==> src/rtl/fetch_if.sv <==
// Fetch-side bus bundle: instruction-memory address/data, branch redirect and
// the decode-facing valid/ready head port of the prefetch queue.
interface fetch_if #(
   parameter int DEPTH = 4
);
   localparam int CNT_W = $clog2(DEPTH) + 1;

   logic [31:0]      pc_addr_o;
   logic [31:0]      instr_i;
   logic             redirect_i;
   logic [31:0]      redirect_pc_i;
   logic             instr_valid_o;
   logic             instr_ready_i;
   logic [31:0]      instr_o;
   logic [31:0]      instr_pc_o;
   logic [CNT_W-1:0] count_o;
   logic             end_o;

   modport master (
      output pc_addr_o, instr_valid_o, instr_o, instr_pc_o, count_o, end_o,
      input  instr_i, redirect_i, redirect_pc_i, instr_ready_i
   );

   modport slave (
      input  pc_addr_o, instr_valid_o, instr_o, instr_pc_o, count_o, end_o,
      output instr_i, redirect_i, redirect_pc_i, instr_ready_i
   );
endinterface

==> src/rtl/instr_fetch_ctrl.sv <==
// Fetch sequencer: walks the instruction memory, buffers {pc, word} pairs in a
// small FIFO for decode, and restarts from a new PC on branch redirect.
module instr_fetch_ctrl #(
   parameter int          DEPTH     = 4,
   parameter int          MEM_WORDS = 32,
   parameter logic [31:0] RESET_PC  = 32'h0000_0000
) (
   input  logic     clk_i,
   input  logic     rst_i,
   fetch_if.master  bus
);
   localparam int               PTR_W   = $clog2(DEPTH);
   localparam int               CNT_W   = PTR_W + 1;
   localparam logic [31:0]      LAST_PC = 32'((MEM_WORDS - 1) * 4);
   localparam logic [31:0]      END_PC  = 32'(MEM_WORDS * 4);
   localparam logic [CNT_W-1:0] FULL    = CNT_W'(DEPTH);

   typedef enum logic {
      S_FETCH,
      S_DONE
   } state_t;

   state_t           state, state_nxt;
   logic [31:0]      fetch_pc, fetch_pc_nxt;
   logic [PTR_W-1:0] rd_ptr, rd_ptr_nxt;
   logic [PTR_W-1:0] wr_ptr, wr_ptr_nxt;
   logic [CNT_W-1:0] count, count_nxt;

   logic [31:0]      q_pc    [DEPTH];
   logic [31:0]      q_instr [DEPTH];

   logic             head_valid;
   logic             push;
   logic             pop;
   logic [31:0]      redirect_target;
   logic             unused_bits;

   // Low two bits of the redirect target are byte offsets and never reach the PC.
   assign unused_bits     = &{1'b0, bus.redirect_pc_i[1:0]};
   assign redirect_target = {bus.redirect_pc_i[31:2], 2'b00};

   assign head_valid = (count != '0) && !bus.redirect_i;
   assign pop        = head_valid && bus.instr_ready_i;
   assign push       = (state == S_FETCH) && !bus.redirect_i && ((count < FULL) || pop);

   always_comb begin
      // NOTE: every next-state value gets a default first, so no path leaves a
      // signal unassigned and no latch is inferred.
      state_nxt    = state;
      fetch_pc_nxt = fetch_pc;
      rd_ptr_nxt   = rd_ptr;
      wr_ptr_nxt   = wr_ptr;
      count_nxt    = count;

      if (bus.redirect_i) begin
         rd_ptr_nxt   = '0;
         wr_ptr_nxt   = '0;
         count_nxt    = '0;
         fetch_pc_nxt = redirect_target;
         state_nxt    = (redirect_target < END_PC) ? S_FETCH : S_DONE;
      end else begin
         if (push) begin
            wr_ptr_nxt   = wr_ptr + 1'b1;
            fetch_pc_nxt = fetch_pc + 32'd4;
            if (fetch_pc == LAST_PC) begin
               state_nxt = S_DONE;
            end
         end
         if (pop) begin
            rd_ptr_nxt = rd_ptr + 1'b1;
         end
         unique case ({push, pop})
            2'b10:   count_nxt = count + 1'b1;
            2'b01:   count_nxt = count - 1'b1;
            default: count_nxt = count;
         endcase
      end
   end

   always_ff @(posedge clk_i or negedge rst_i) begin
      // NOTE: state registers use non-blocking assignments so every flop
      // samples the pre-edge values regardless of statement order.
      if (!rst_i) begin
         state    <= S_FETCH;
         fetch_pc <= RESET_PC;
         rd_ptr   <= '0;
         wr_ptr   <= '0;
         count    <= '0;
      end else begin
         state    <= state_nxt;
         fetch_pc <= fetch_pc_nxt;
         rd_ptr   <= rd_ptr_nxt;
         wr_ptr   <= wr_ptr_nxt;
         count    <= count_nxt;
      end
   end

   // NOTE: queue storage is deliberately not reset; count gates every read, so
   // stale contents are never visible and the array stays plain RAM.
   always_ff @(posedge clk_i) begin
      if (push) begin
         q_pc[wr_ptr]    <= fetch_pc;
         q_instr[wr_ptr] <= bus.instr_i;
      end
   end

   assign bus.pc_addr_o     = fetch_pc;
   assign bus.instr_valid_o = head_valid;
   assign bus.instr_o       = head_valid ? q_instr[rd_ptr] : 32'h0;
   assign bus.instr_pc_o    = head_valid ? q_pc[rd_ptr]    : 32'h0;
   assign bus.count_o       = count;
   assign bus.end_o         = (state == S_DONE) && (count == '0);

   a_count_bound : assert property (@(posedge clk_i) disable iff (!rst_i) count <= FULL);
   a_pc_aligned  : assert property (@(posedge clk_i) disable iff (!rst_i) fetch_pc[1:0] == 2'b00);
endmodule

==> src/flat_wrapper.sv <==
// flat-port wrapper written by rule: the top's interface ports become plain ports
module instr_fetch_ctrl_flat 
#(
   parameter int          DEPTH     = 4,
   parameter int          MEM_WORDS = 32,
   parameter logic [31:0] RESET_PC  = 32'h0000_0000
)
  (clk_i, rst_i, bus_pc_addr_o, bus_instr_valid_o, bus_instr_o, bus_instr_pc_o, bus_count_o, bus_end_o, bus_instr_i, bus_redirect_i, bus_redirect_pc_i, bus_instr_ready_i);
  fetch_if #(.DEPTH(DEPTH)) bus_i ();
  input  logic clk_i;
  input  logic rst_i;
  output wire logic [$bits(bus_i.pc_addr_o)-1:0] bus_pc_addr_o;
  output wire logic [$bits(bus_i.instr_valid_o)-1:0] bus_instr_valid_o;
  output wire logic [$bits(bus_i.instr_o)-1:0] bus_instr_o;
  output wire logic [$bits(bus_i.instr_pc_o)-1:0] bus_instr_pc_o;
  output wire logic [$bits(bus_i.count_o)-1:0] bus_count_o;
  output wire logic [$bits(bus_i.end_o)-1:0] bus_end_o;
  input wire logic [$bits(bus_i.instr_i)-1:0] bus_instr_i;
  input wire logic [$bits(bus_i.redirect_i)-1:0] bus_redirect_i;
  input wire logic [$bits(bus_i.redirect_pc_i)-1:0] bus_redirect_pc_i;
  input wire logic [$bits(bus_i.instr_ready_i)-1:0] bus_instr_ready_i;
  assign bus_pc_addr_o = bus_i.pc_addr_o;
  assign bus_instr_valid_o = bus_i.instr_valid_o;
  assign bus_instr_o = bus_i.instr_o;
  assign bus_instr_pc_o = bus_i.instr_pc_o;
  assign bus_count_o = bus_i.count_o;
  assign bus_end_o = bus_i.end_o;
  assign bus_i.instr_i = bus_instr_i;
  assign bus_i.redirect_i = bus_redirect_i;
  assign bus_i.redirect_pc_i = bus_redirect_pc_i;
  assign bus_i.instr_ready_i = bus_instr_ready_i;
  instr_fetch_ctrl #(.DEPTH(DEPTH), .MEM_WORDS(MEM_WORDS), .RESET_PC(RESET_PC)) u_core (.clk_i(clk_i), .rst_i(rst_i), .bus(bus_i));
endmodule
==> config.mk <==
export PLATFORM = sky130hd
export DESIGN_NAME = instr_fetch_ctrl_flat
export DESIGN_NICKNAME = d
export VERILOG_FILES = /design/src/rtl/fetch_if.sv /design/src/rtl/instr_fetch_ctrl.sv /design/src/flat_wrapper.sv
export SDC_FILE = /design/constraint.sdc
export NUM_CORES = 1
export LEC_CHECK = 0
export CORE_ASPECT_RATIO = 2
export CORE_UTILIZATION = 65
export CTS_CLUSTER_DIAMETER = 40
export DETAILED_ROUTE_END_ITERATION = 10
export DONT_BUFFER_PORTS = 1
export GPL_ROUTABILITY_DRIVEN = 0
export PLACE_DENSITY = 0.79
export SLEW_MARGIN = 20
export SYNTH_ARGS = -nofsm -noshare
export SYNTH_HDL_FRONTEND = slang
export SYNTH_SLANG_ARGS = --single-unit
export TNS_END_PERCENT = 100
==> constraint.sdc <==
create_clock -name clk_i -period 5.9 [get_ports clk_i]
set_input_delay 0.59 -clock clk_i [delete_from_list [all_inputs] [get_ports clk_i]]
set_output_delay 0.59 -clock clk_i [all_outputs]
set_load 0.005 [all_outputs]
==> results_dict.tcl <==
set metrics [dict create \
    status "finished with violations" \
    violations "design-rule violations" \
    min_period_ns 3.44 \
    antenna_found_initial 0 \
    nFillCells 1122 \
    portBuffers 0 \
    internal_power_uw 3260 \
    drc_errors 18 \
    rows 69 \
    place_inst 871 \
    clock-sinks 286 \
    grt_max_degree 67 \
    power_density_mw_per_mm2 316 \
    pwr-share-seq_pct 56.1 \
    setup_viol 0 \
    critical_path_class "reg -> out" \
    comb_power_share_pct 1.6 \
    final_cell_mix "edfxtp_1 (248), mux4_2 (62), and3_1 (62)" \
    holdCritPathClass "in -> reg" \
    clock_tree.buffer_depth 3 \
    avgViaCountPerCell 7.18 \
    overflow 0 \
    cts-htree-levels 1 \
    cts.root.buffer_cell "clkbuf_16" \
    core_mm2 0.0179 \
    fin_skew_ns 0.0175 \
    yosysWarnings 0 \
    diodes 0 \
    cts_tree "yes" \
    fmax_mhz 290 \
    clock_latency_ns 0.52 \
    cp_data_required_time_ns 5.31 \
    grt_use_total_pct 26.7 \
    worst_slack_ns 2.46 \
    p_switching_uw 829 \
    finalNetCount 760 \
    synth_seq_cells 286 \
    worstPathArrival_ns 2.85 \
    maxSlewViolCount 0 \
    grt_util_met2_pct 47.5 \
    grt_pass1_wl_mm 38.5 \
    synth.distinct_cells 66 \
    power_leakage_uw 0.00427 \
    cts_hold_buf 2 \
    wire_per_inst_um 26.9 \
    post_cts_resized 0 \
    routed_wl_mm 24.6 \
    final_common_cell "edfxtp_1" \
    gr-max-usage-layer "met2" \
    total_power_uw 4090 \
    async_reset_ff_share_pct 13.3 \
    synth_ff_type "edfxtp_1" \
    die_x_um 97.8 \
    timing.setup.tns_ns 0 \
    boundaryPins 169 \
    post_cts_buffers 0 \
    synth_edf_count 248 \
    startpoint_type "flip-flop" \
    initialDrtViolationCount 428 \
    pre_cts_slack_ns 2.87 \
    synthToLayoutAreaGrowth_pct 8.26 \
    numCtsBuffers 24 \
    use_met1_pct 31.9 \
    slew_headroom_pct 36.0 \
    place.detailed.hpwl_mm 14.6 \
    finalHoldViolCount 0 \
    final_antenna_net_count 0 \
    yosysSeqAreaShare_pct 70.3 \
    synthCells 704 \
    period_share_pct 58.4 \
    final_cells 917 \
    sw_frac_of_total_pct 20.3 \
    rsz0062_at_grt "false" \
    clkPwrFrac_pct 42.3 \
    first_pass_iters 8 \
    cap_violations 0 \
    grt_use_met3_pct 4.54 \
    syn_area_per_cell_um2 17.0 \
    ir_worst_vdd_mv 0.310 \
    max_slew.worst_pin.slew_ns 0.959 \
    grt_pass1_vias 7022 \
    via_count 6582 \
    final_layout_size_suffix_gt1_share_pct 17.6 \
    netlist_area_mm2 0.0119 \
    cp_max_fo 40 \
    path_clk_slew_ns 0.08 \
    die_h_um 194 \
    dieArea_mm2 0.0189 \
    start_util_pct 66.8 \
    endpoint_kind "output pin" \
]
==> registers in the layout, summed over array words and instances, names as in the netlist <==
name	cells
u_core.bus.count_o	3
u_core.bus.pc_addr_o	30
u_core.q_instr	128
u_core.q_pc	120
u_core.rd_ptr	2
u_core.state	1
u_core.wr_ptr	2
==> layout make-up <==
| class | count | area, um2 | share of cell area [%] |
|---|---|---|---|
| Sequential cell | 286 | 8400 | 65.0 |
| Inverter | 8 | 30.0 | 0.232 |
| Tap cell | 213 | 267 | 2.06 |
| Multi-Input combinational cell | 361 | 3310 | 25.6 |
| Clock inverter | 17 | 234 | 1.81 |
| Timing Repair Buffer | 5 | 52.6 | 0.407 |
| Clock buffer | 27 | 633 | 4.90 |
==> metrics by stage <==
| step | util [%] | hold WS, ns | cell area, um2 |
|---|---|---|---|
| finish | 72.3 | 0.129 | 12900 |
| global route | 72.3 | 0.114 | 12900 |
| CTS | 72.3 | 0.116 | 12900 |
| detailed placement | 67.3 | 0.295 | 12000 |
| global placement | 67.3 | 0.295 | 12000 |
| floorplan | - | 0.294 | 12000 |
==> synthesized netlist by cell type, drive strengths merged, types with 5 or more instances <==
| master | number | share of area [%] |
|---|---|---|
| o311ai | 7 | 0.51 |
| inv | 7 | 0.22 |
| dfrtp | 38 | 8.0 |
| nor2 | 17 | 0.53 |
| clkbuf | 35 | 1.1 |
| nand3 | 26 | 1.1 |
| xnor2 | 7 | 0.51 |
| and2 | 5 | 0.26 |
| nor4 | 16 | 0.89 |
| edfxtp | 248 | 62 |
| nor3 | 8 | 0.34 |
| nor2b | 7 | 0.37 |
| a31oi | 5 | 0.26 |
| or4 | 10 | 0.66 |
| o21ai | 12 | 0.50 |
| nand4 | 11 | 0.63 |
| mux4 | 62 | 12 |
| nand2 | 35 | 1.1 |
| ha | 5 | 0.52 |
| buf | 17 | 0.83 |
| and3 | 62 | 3.2 |
| o211ai | 9 | 0.57 |
==> worst paths after layout <==
check	to	slack (ns)	from	depth (start not counted)
setup / recovery	bus_instr_pc_o[31]	2.46	u_core.rd_ptr[0]$_DFFE_PN0P_	3
hold / removal	u_core.wr_ptr[1]$_DFFE_PN0P_	0.13	bus_redirect_i	1
setup reg to reg	u_core.q_pc[1][3]$_DFFE_PP_	2.86	u_core.state$_DFFE_PN0P_	3
hold reg to reg	u_core.wr_ptr[1]$_DFFE_PN0P_	0.61	u_core.wr_ptr[1]$_DFFE_PN0P_	2
max in group asynchronous	u_core.rd_ptr[0]$_DFFE_PN0P_	5.14	rst_i	2
min in group asynchronous	u_core.bus.pc_addr_o[30]$_DFFE_PN0P_	0.52	rst_i	2
==> power groups by stage <==
stage	sequential [uW]	clock [uW]	combinational [uW]
finish	2290	1730	67.0
global route	2300	1810	74.5
CTS	2290	1740	66.8
detailed placement	2340	0	58.8
global placement	2330	0	54.0
floorplan	2310	0	56.7
==> kinds of logic (layout without fill, tap and decap cells) <==
group                    after synthesis  in the layout  share of synthesized area [%]
buffers and inverters                 60             57                           2.19
adder cells (fa/ha/maj)                6              6                          0.692
AO/OA/AOI/OAI                         60             60                           3.71
multiplexers                          64             64                           11.9
XOR/XNOR                               9              9                          0.660
flip-flops                           286            286                           70.3
AND/OR/NAND/NOR                      218            218                           10.5
other                                  1              4                         0.0314
==> per-layer routing <==
| metal | part of all wire, % | vias up | wire, um |
|---|---|---|---|
| met2 | 55 | 339 | 13400 |
| li1 | - | 2808 | - |
| met1 | 35 | 3371 | 8550 |
| met3 | 7.2 | 64 | 1780 |
| met4 | 3.5 | 0 | 865 |
| met5 | 0 | - | 0 |
==> worst max-delay path, stage by stage, from the launching register on <==
cell     delay, ns
dfrtp_4       0.94
buf_4         0.55
mux4_2        0.56
and3_1        0.24
No activity file was read; power rests on OpenSTA's default activity.
